<file path="src/rtl/game_pkg.sv">
// Shared game constants: state encoding and default screen/sprite geometry
// so the controller and the box/board datapath agree on the same numbers.
package game_pkg;

    typedef enum logic [1:0] {
        ST_IDLE  = 2'd0,
        ST_SERVE = 2'd1,
        ST_PLAY  = 2'd2,
        ST_OVER  = 2'd3
    } game_state_e;

    localparam int BOX_W_DEF   = 100;
    localparam int BOX_H_DEF   = 100;
    localparam int BOARD_W_DEF = 100;
    localparam int BOARD_Y_DEF = 400;
    localparam int DRAW_W_DEF  = 640;
    localparam int DRAW_H_DEF  = 480;

endpackage

</file>
<file path="src/rtl/btn_debounce.sv">
// Pushbutton conditioner: 2-flop synchroniser, stability counter and a
// one-cycle pulse when the debounced (active-low) button becomes pressed.
module btn_debounce #(
    parameter int DEBOUNCE_CYC = 250000
) (
    input  logic clk,
    input  logic rst_n,
    input  logic btn_n,
    output logic press
);

    localparam int CW = (DEBOUNCE_CYC > 1) ? $clog2(DEBOUNCE_CYC + 1) : 1;

    logic [1:0]    r_sync;
    logic          r_stable;
    logic [CW-1:0] r_cnt;
    logic          r_press;

    always_ff @(posedge clk or negedge rst_n) begin
        if (!rst_n) begin
            r_sync   <= 2'b11;
            r_stable <= 1'b1;
            r_cnt    <= '0;
            r_press  <= 1'b0;
        end else begin
            r_sync  <= {r_sync[0], btn_n};
            r_press <= 1'b0;
            // Any bounce back to the accepted level restarts the stability window.
            if (r_sync[1] == r_stable) begin
                r_cnt <= '0;
            end else if (r_cnt == CW'(DEBOUNCE_CYC - 1)) begin
                r_cnt    <= '0;
                r_stable <= r_sync[1];
                r_press  <= ~r_sync[1];
            end else begin
                r_cnt <= r_cnt + 1'b1;
            end
        end
    end

    assign press = r_press;

endmodule

</file>
<file path="src/rtl/game_ctrl.sv">
// Game sequencer: idle/serve/play/over FSM, frame-divided move enable,
// paddle-hit scoring and floor-miss life accounting.
module game_ctrl
    import game_pkg::*;
#(
    parameter int FRAME_DIV    = 1,
    parameter int SERVE_FRAMES = 60,
    parameter int LIVES        = 3,
    parameter int DEBOUNCE_CYC = 250000,
    parameter int BOX_W        = BOX_W_DEF,
    parameter int BOX_H        = BOX_H_DEF,
    parameter int BOARD_W      = BOARD_W_DEF,
    parameter int BOARD_Y      = BOARD_Y_DEF,
    parameter int DRAW_H       = DRAW_H_DEF,
    parameter int SCORE_W      = 8
) (
    input  logic               clk,
    input  logic               rst_n,
    input  logic               frame_sync,
    input  logic               button_start,
    input  logic [15:0]        box_x,
    input  logic [15:0]        box_y,
    input  logic [15:0]        board_x,
    output logic               move_en,
    output logic               game_rst_n,
    output logic [1:0]         state,
    output logic [SCORE_W-1:0] score,
    output logic [3:0]         lives,
    output logic               game_over
);

    localparam int DW = $clog2(FRAME_DIV + 1);
    localparam int SW = $clog2(SERVE_FRAMES + 1);

    game_state_e        r_state, w_nxt_state;
    logic [SCORE_W-1:0] r_score, w_nxt_score;
    logic [3:0]         r_lives, w_nxt_lives;
    logic [DW-1:0]      r_div,   w_nxt_div;
    logic [SW-1:0]      r_serve, w_nxt_serve;
    logic               r_armed, w_nxt_armed;
    logic               r_fs_d,  r_tick;
    logic               w_press, w_move_en;

    logic [16:0] w_box_bot, w_box_right, w_board_right;
    logic        w_miss, w_overlap, w_low;

    btn_debounce #(.DEBOUNCE_CYC(DEBOUNCE_CYC)) u_deb (
        .clk   (clk),
        .rst_n (rst_n),
        .btn_n (button_start),
        .press (w_press)
    );

    always_ff @(posedge clk or negedge rst_n) begin
        if (!rst_n) begin
            r_fs_d <= 1'b0;
            r_tick <= 1'b0;
        end else begin
            r_fs_d <= frame_sync;
            r_tick <= frame_sync & ~r_fs_d;
        end
    end

    // 17-bit sums so coordinates near 16'hFFFF cannot wrap into a false hit.
    assign w_box_bot     = {1'b0, box_y}   + 17'(BOX_H);
    assign w_box_right   = {1'b0, box_x}   + 17'(BOX_W);
    assign w_board_right = {1'b0, board_x} + 17'(BOARD_W);
    assign w_miss        = w_box_bot >= 17'(DRAW_H);
    assign w_overlap     = (w_box_right > {1'b0, board_x}) && ({1'b0, box_x} < w_board_right);
    assign w_low         = w_box_bot >= 17'(BOARD_Y);

    always_comb begin
        w_nxt_state = r_state;
        w_nxt_score = r_score;
        w_nxt_lives = r_lives;
        w_nxt_div   = r_div;
        w_nxt_serve = r_serve;
        w_nxt_armed = r_armed;
        w_move_en   = 1'b0;
        case (r_state)
            ST_IDLE, ST_OVER: begin
                if (w_press) begin
                    w_nxt_state = ST_SERVE;
                    w_nxt_score = '0;
                    w_nxt_lives = 4'(LIVES);
                    w_nxt_serve = '0;
                    w_nxt_div   = '0;
                end
            end
            ST_SERVE: begin
                if (r_tick) begin
                    if (r_serve == SW'(SERVE_FRAMES - 1)) begin
                        w_nxt_state = ST_PLAY;
                        w_nxt_serve = '0;
                        w_nxt_div   = '0;
                        w_nxt_armed = 1'b1;
                    end else begin
                        w_nxt_serve = r_serve + 1'b1;
                    end
                end
            end
            ST_PLAY: begin
                if (r_tick) begin
                    if (w_miss) begin
                        w_nxt_serve = '0;
                        w_nxt_div   = '0;
                        if (r_lives > 4'd1) begin
                            w_nxt_lives = r_lives - 1'b1;
                            w_nxt_state = ST_SERVE;
                        end else begin
                            w_nxt_lives = '0;
                            w_nxt_state = ST_OVER;
                        end
                    end else begin
                        if (r_div == DW'(FRAME_DIV - 1)) begin
                            w_move_en = 1'b1;
                            w_nxt_div = '0;
                        end else begin
                            w_nxt_div = r_div + 1'b1;
                        end
                        if (r_armed && w_overlap && w_low) begin
                            w_nxt_armed = 1'b0;
                            if (r_score != {SCORE_W{1'b1}})
                                w_nxt_score = r_score + 1'b1;
                        end
                        if (!w_low)
                            w_nxt_armed = 1'b1;
                    end
                end
            end
            default: w_nxt_state = ST_IDLE;
        endcase
    end

    always_ff @(posedge clk or negedge rst_n) begin
        if (!rst_n) begin
            r_state <= ST_IDLE;
            r_score <= '0;
            r_lives <= 4'(LIVES);
            r_div   <= '0;
            r_serve <= '0;
            r_armed <= 1'b1;
        end else begin
            r_state <= w_nxt_state;
            r_score <= w_nxt_score;
            r_lives <= w_nxt_lives;
            r_div   <= w_nxt_div;
            r_serve <= w_nxt_serve;
            r_armed <= w_nxt_armed;
        end
    end

    assign move_en    = w_move_en;
    assign state      = r_state;
    assign score      = r_score;
    assign lives      = r_lives;
    assign game_over  = (r_state == ST_OVER);
    assign game_rst_n = (r_state == ST_PLAY) || (r_state == ST_OVER);

endmodule

</file>
<file path="config.mk">
export PLATFORM = sky130hd
export DESIGN_NAME = game_ctrl
export DESIGN_NICKNAME = d
export VERILOG_FILES = /design/src/rtl/game_pkg.sv /design/src/rtl/btn_debounce.sv /design/src/rtl/game_ctrl.sv
export SDC_FILE = /design/constraint.sdc
export NUM_CORES = 1
export LEC_CHECK = 0
export BUFFER_PORTS_ARGS = -buffer_cell sky130_fd_sc_hd__buf_2
export CORE_ASPECT_RATIO = 2
export CORE_MARGIN = 4
export CORE_UTILIZATION = 62
export DETAILED_ROUTE_END_ITERATION = 6
export GPL_ROUTABILITY_DRIVEN = 1
export PLACE_DENSITY = 0.88
export SYNTH_ARGS = -nofsm -noshare
export SYNTH_HDL_FRONTEND = slang
export SYNTH_SLANG_ARGS = --single-unit
</file>
<file path="constraint.sdc">
create_clock -name clk -period 5.98 [get_ports clk]
set_clock_uncertainty 0.2 [all_clocks]
set_input_delay 1.196 -clock clk [delete_from_list [all_inputs] [get_ports clk]]
set_output_delay 1.196 -clock clk [all_outputs]
set_load 0.01 [all_outputs]
</file>
### Yosys cells after proc, flatten, opt, wreduce, memory -nomap -nowiden

Index checks and enable logic that the tools add are counted.

| word-level totals | value |
|---|---|
| input port bits | 52 |
| memories | 0 |
| word-level logic and storage cells | 106 |
| ROM bits | 0 |
| output and inout bits | 17 |
| flip-flop bits (word level) | 46 |
| bits in latches | 0 |
| RAM bits | 0 |

| cells by class | value |
|---|---|
| muxes and demuxes | 46 |
| shifts and indexed selects | 0 |
| div/mod/pow operators | 0 |
| bitwise logic cells | 4 |
| equal/unequal tests | 16 |
| multiply operators | 0 |
| reductions and logical operators | 15 |
| $lt $le $gt $ge | 5 |
| add/subtract/negate cells | 8 |

Operators with widths:

| operator | count |
|---|---|
| $add A16 B7 Y17 const B | 3 |
| $mux W8 | 5 |
| $mux W18 | 2 |
| $ge A17 B9 Y1 const B | 2 |
| $mux W6 | 5 |
| $add A18 B1 Y18 const B | 1 |
| $eq A18 B18 Y1 const B | 1 |
| $mux W1 | 18 |
| $pmux W6 S3 | 1 |
| $gt A17 B16 Y1 | 1 |
| $lt A16 B17 Y1 | 1 |
| $mux W4 | 4 |
| $pmux W8 S2 | 1 |
| $ne A2 B2 Y1 const B | 7 |
| $mux W2 | 6 |
| $reduce_and A4 Y1 | 3 |
| $reduce_and A6 Y1 | 2 |
| $add A8 B1 Y8 const B | 1 |
| $ne A8 B8 Y1 const B | 1 |
| $pmux W4 S2 | 1 |
| $add A6 B1 Y6 const B | 1 |
| $eq A6 B6 Y1 const B | 1 |
| $pmux W2 S3 | 1 |
| $reduce_and A5 Y1 | 1 |
| 18 further kinds | 24 |

### Depth between registers and ports, before layout

| depth | value |
|---|---|
| depth in word-level cells | 10 |
| gate-level depth with buffers | 15 |
| gate-level depth less buffers | 14 |

### Cells and area by module

Synthesis repeated with hierarchy kept, for this count alone.

| second synthesis, totals | value |
|---|---|
| cells, all modules | 477 |
| area total of the unflattened synthesis | 4135.2 µm² |

Modules (own cells, without submodules):

| module | times used | area an instance (µm²) | cells each | sequential area each (µm²) |
|---|---|---|---|---|
| game_ctrl | 1 | 3075.4 | 377 | 579.3 |
| btn_debounce | 1 | 1059.8 | 100 | 554.3 |

### Worst setup path before layout

No wires, ideal clock.

| timing path | value |
|---|---|
| path type | input-to-output |
| start | in box_y[2] |
| end | out move_en |
| path slack | 1497 ps |
| buffers on the path | 1 |
| arrival | 3087 ps |
| data required time | 4584 ps |
| cell stages on the path | 8 |
| cells stage by stage | ha_1 -> a211o_1 -> a31o_1 -> a21o_1 -> or4_1 -> buf_2 -> nor2_1 -> and2_1 |

| on the way | value |
|---|---|
| word-level cells in the longest chain between the ends | 5 |

Ends and longest elaborated chain:

| item | line | source |
|---|---|---|
| from (decl) | game_ctrl.sv:22 | `input logic [15:0] box_y,` |
| $add A16 B7 Y17 | game_ctrl.sv:65 | `assign w_box_bot = {1'b0, box_y} + 17'(BOX_H);` |
| $ge A17 B9 Y1 | game_ctrl.sv:68 | `assign w_miss = w_box_bot >= 17'(DRAW_H);` |
| $mux W1 | game_ctrl.sv:104 | `if (w_miss) begin` |
| $mux W1 | game_ctrl.sv:103 | `if (r_tick) begin` |
| $mux W1 | game_ctrl.sv:80 | `case (r_state)` |
| to (decl) | game_ctrl.sv:24 | `output logic move_en,` |

Every way passes these cells.

### Worst setup path after layout

Same ends and word-level chain as after synthesis.

==> impl_metrics.yaml <==
run_status:
  outcome: "completed"
sta:
  hold_viol: 0
  fmax_mhz: 206
  period_needed_ns: 4.85
  tightest_slew_ns: 0.983
  slew_violations: 0
  tns_ns: 0
  fin_crit_sh: 0.812
  setup_violations: 0
  rsz0062_at_grt: "no"
  relSlewSlack: 0.345
setup_path:
  cp_data_arrival_time_ns: 3.46
  critPathMaxFanout: 8
  path_class: "input pin to output pin"
  start_kind: "input pin"
  cp.required_ns: 4.58
  cp-end-kind: "output pin"
drt:
  drt_first_iter_violations: 157
  wl_met3_microns: 415
  vias: 3636
  first_pass_iters: 4
  vias_per_cell: 6.26
  drtAntennaViolNets: 0
  drc_errors: 0
  routed_wirelength_microns: 9480
  met2_length_microns: 5310
  dr.max_layer_used: "met4"
  wl_per_cell_microns: 16.3
  m1WireLength_microns: 3230
floorplan:
  rows: 40
  die_h_microns: 120
  dieArea_sq_um: 7630
  io_pins: 69
  start_util: 0.643
  dieWidth_microns: 63.8
  core_area_sq_um: 6010
global_route:
  grt_max_degree: 46
  grt.overflow.total: 0
  antenna_found_initial: 0
  grt_pass1_vias: 3768
  grt_use_total: 0.261
  grt_pass1_wl_microns: 16000
synth:
  syn_area_sq_um: 3860
  netlist-cell-type-count: 56
  yosys_warnings: 0
  synth_cells: 455
  synthesis.nets: 549
  syn_avg_cell_area_sq_um: 8.48
  async_reset_ff_frac: 1.00
  yosysSeqAreaShare: 0.294
  synthFlopType: "dfrtp_1"
  synth_seq_cells: 45
  synth_edf_count: 0
layout:
  multiInputGateArea_sq_um: 2540
  final_cell_mix: "66 x buf_2, 50 x nor2_1, 42 x ha_1"
  fill_cells: 478
  seq_area_sq_um: 1130
  final_common_cell: "buf_2"
  diodes: 0
  fin_nets: 611
  drive_above_1_share: 0.181
  synthToLayoutAreaGrowth_pct: 14.2
  fin_util: 0.734
pwr:
  leakage_uw: 0.00212
  ir_drop_mv: 0.212
  p_per_area_nw_per_um2: 289
cts:
  clk_pin_slew_ns: 0.06
  cts_tree: "done"
  cts_hold_buf: 0
  cts_buffer_depth: 2
  cts-htree-levels: 2
  post-cts-setup-buffers: 0
  numCtsBuffers: 5
  clockRootBuffer: "clkbuf_16"
  clock-sinks: 45
  cts_resized: 0
  clkLatencyLatePin_ns: 0.29
hold_path:
  worst_hold_path_type: "flip-flop to flip-flop"
placed_design:
  numPortBuffers: 66
  detailed_place_hpwl_microns: 7560
  place.gp.congestion: 0.909
job:
  maxCapViolations: 0
[area by class of cell]
type                       count  area share
multi-input combinational    366       0.577
sequential                    45       0.257
timing repair buffer          68      0.0783
clock buffer                   5      0.0284
inverter                      31      0.0264
tap                           63      0.0179
clock inverter                 3      0.0148
[stage by stage]
stage	cell area [sq um]	hold slack (ns)	total power, uW	std cells	setup slack (ns)
after global routing	4410	0.163	1360	581	0.978
after floorplan	3860	0.145	766	455	1.50
after global placement	4220	0.149	892	573	1.17
final	4410	0.156	1280	581	1.13
after CTS	4410	0.157	1280	581	1.14
after detailed placement	4220	0.148	917	573	1.14
[registers in the layout (all words and copies together), names as in the netlist]
name / cells
u_deb.r_cnt: 18
score: 8
r_serve: 6
lives: 4
state: 2
u_deb.r_sync: 2
r_armed: 1
r_fs_d: 1
r_tick: 1
u_deb.press: 1
u_deb.r_stable: 1
[worst max-delay path, stage by stage]
cell and delay (ns):
buf_2 0.11, ha_1 0.24, a211o_1 0.40, a31o_1 0.25, a21o_1 0.14, or4_1 0.58
nor2_1 0.21, and2_1 0.18, buf_2 0.13
[cells by family (layout without fill, tap and decap cells)]
kind of cell | Yosys count | count (layout) | synth area share
compound gates | 91 | 91 | 0.165
xor+xnor | 40 | 40 | 0.0908
fa+ha+maj | 42 | 42 | 0.136
buf+inv | 44 | 107 | 0.0473
flops | 45 | 45 | 0.294
mux | 8 | 8 | 0.0217
simple gates | 185 | 185 | 0.245
[cell usage after synthesis, types with 5 or more instances]
| master | number | area [sq um] |
|---|---|---|
| nor3_1 | 13 | 65.1 |
| a211oi_1 | 11 | 82.6 |
| xnor2_1 | 26 | 228 |
| ha_1 | 42 | 526 |
| a41oi_1 | 6 | 52.6 |
| inv_1 | 31 | 116 |
| nand3_1 | 19 | 95.1 |
| nor2_1 | 50 | 188 |
| mux2i_1 | 5 | 50.1 |
| dfrtp_1 | 39 | 976 |
| nand2b_1 | 5 | 31.3 |
| o21ai_0 | 14 | 70.1 |
| o31ai_1 | 6 | 45.0 |
| dfstp_2 | 6 | 158 |
| nand2_1 | 31 | 116 |
| xor2_1 | 14 | 123 |
| a21oi_1 | 20 | 100 |
| clkbuf_1 | 9 | 33.8 |
| nand4_1 | 13 | 81.3 |
| nor4b_1 | 5 | 43.8 |
| nor4_1 | 5 | 31.3 |
| and3_1 | 22 | 138 |
[report_power, final]
| group | switching [uW] | internal (uW) | leakage [uW] | total, uW |
|---|---|---|---|---|
| clock network | 120 | 239 | 0.0000938 | 358 |
| logic | 308 | 196 | 0.00144 | 504 |
| registers | 54.5 | 358 | 0.000592 | 413 |
| total | 482 | 793 | 0.00212 | 1280 |
[metal layers]
| layer | up-vias | global-route usage |
|---|---|---|
| li1 | 1781 | - |
| met1 | 1712 | 0.244 |
| met2 | 104 | 0.497 |
| met5 | - | 0 |
| met3 | 39 | 0.0375 |
| met4 | 0 | 0.177 |
[path summary, 6_finish.rpt]
check | startpoint | to | slack (ns) | cells after the start
max in group asynchronous | rst_n | u_deb.r_cnt[0] | 4.10 | 1
min in group asynchronous | rst_n | lives[2] | 0.85 | 1
worst min register to register | u_deb.r_sync[0] | u_deb.r_sync[1] | 0.16 | 0
worst max register to register | state[0] | score[3] | 2.89 | 8
worst max-delay path | box_y[2] | move_en | 1.13 | 9
worst min-delay path | u_deb.r_sync[0] | u_deb.r_sync[1] | 0.16 | 0
(Power assumes the default switching activity.)
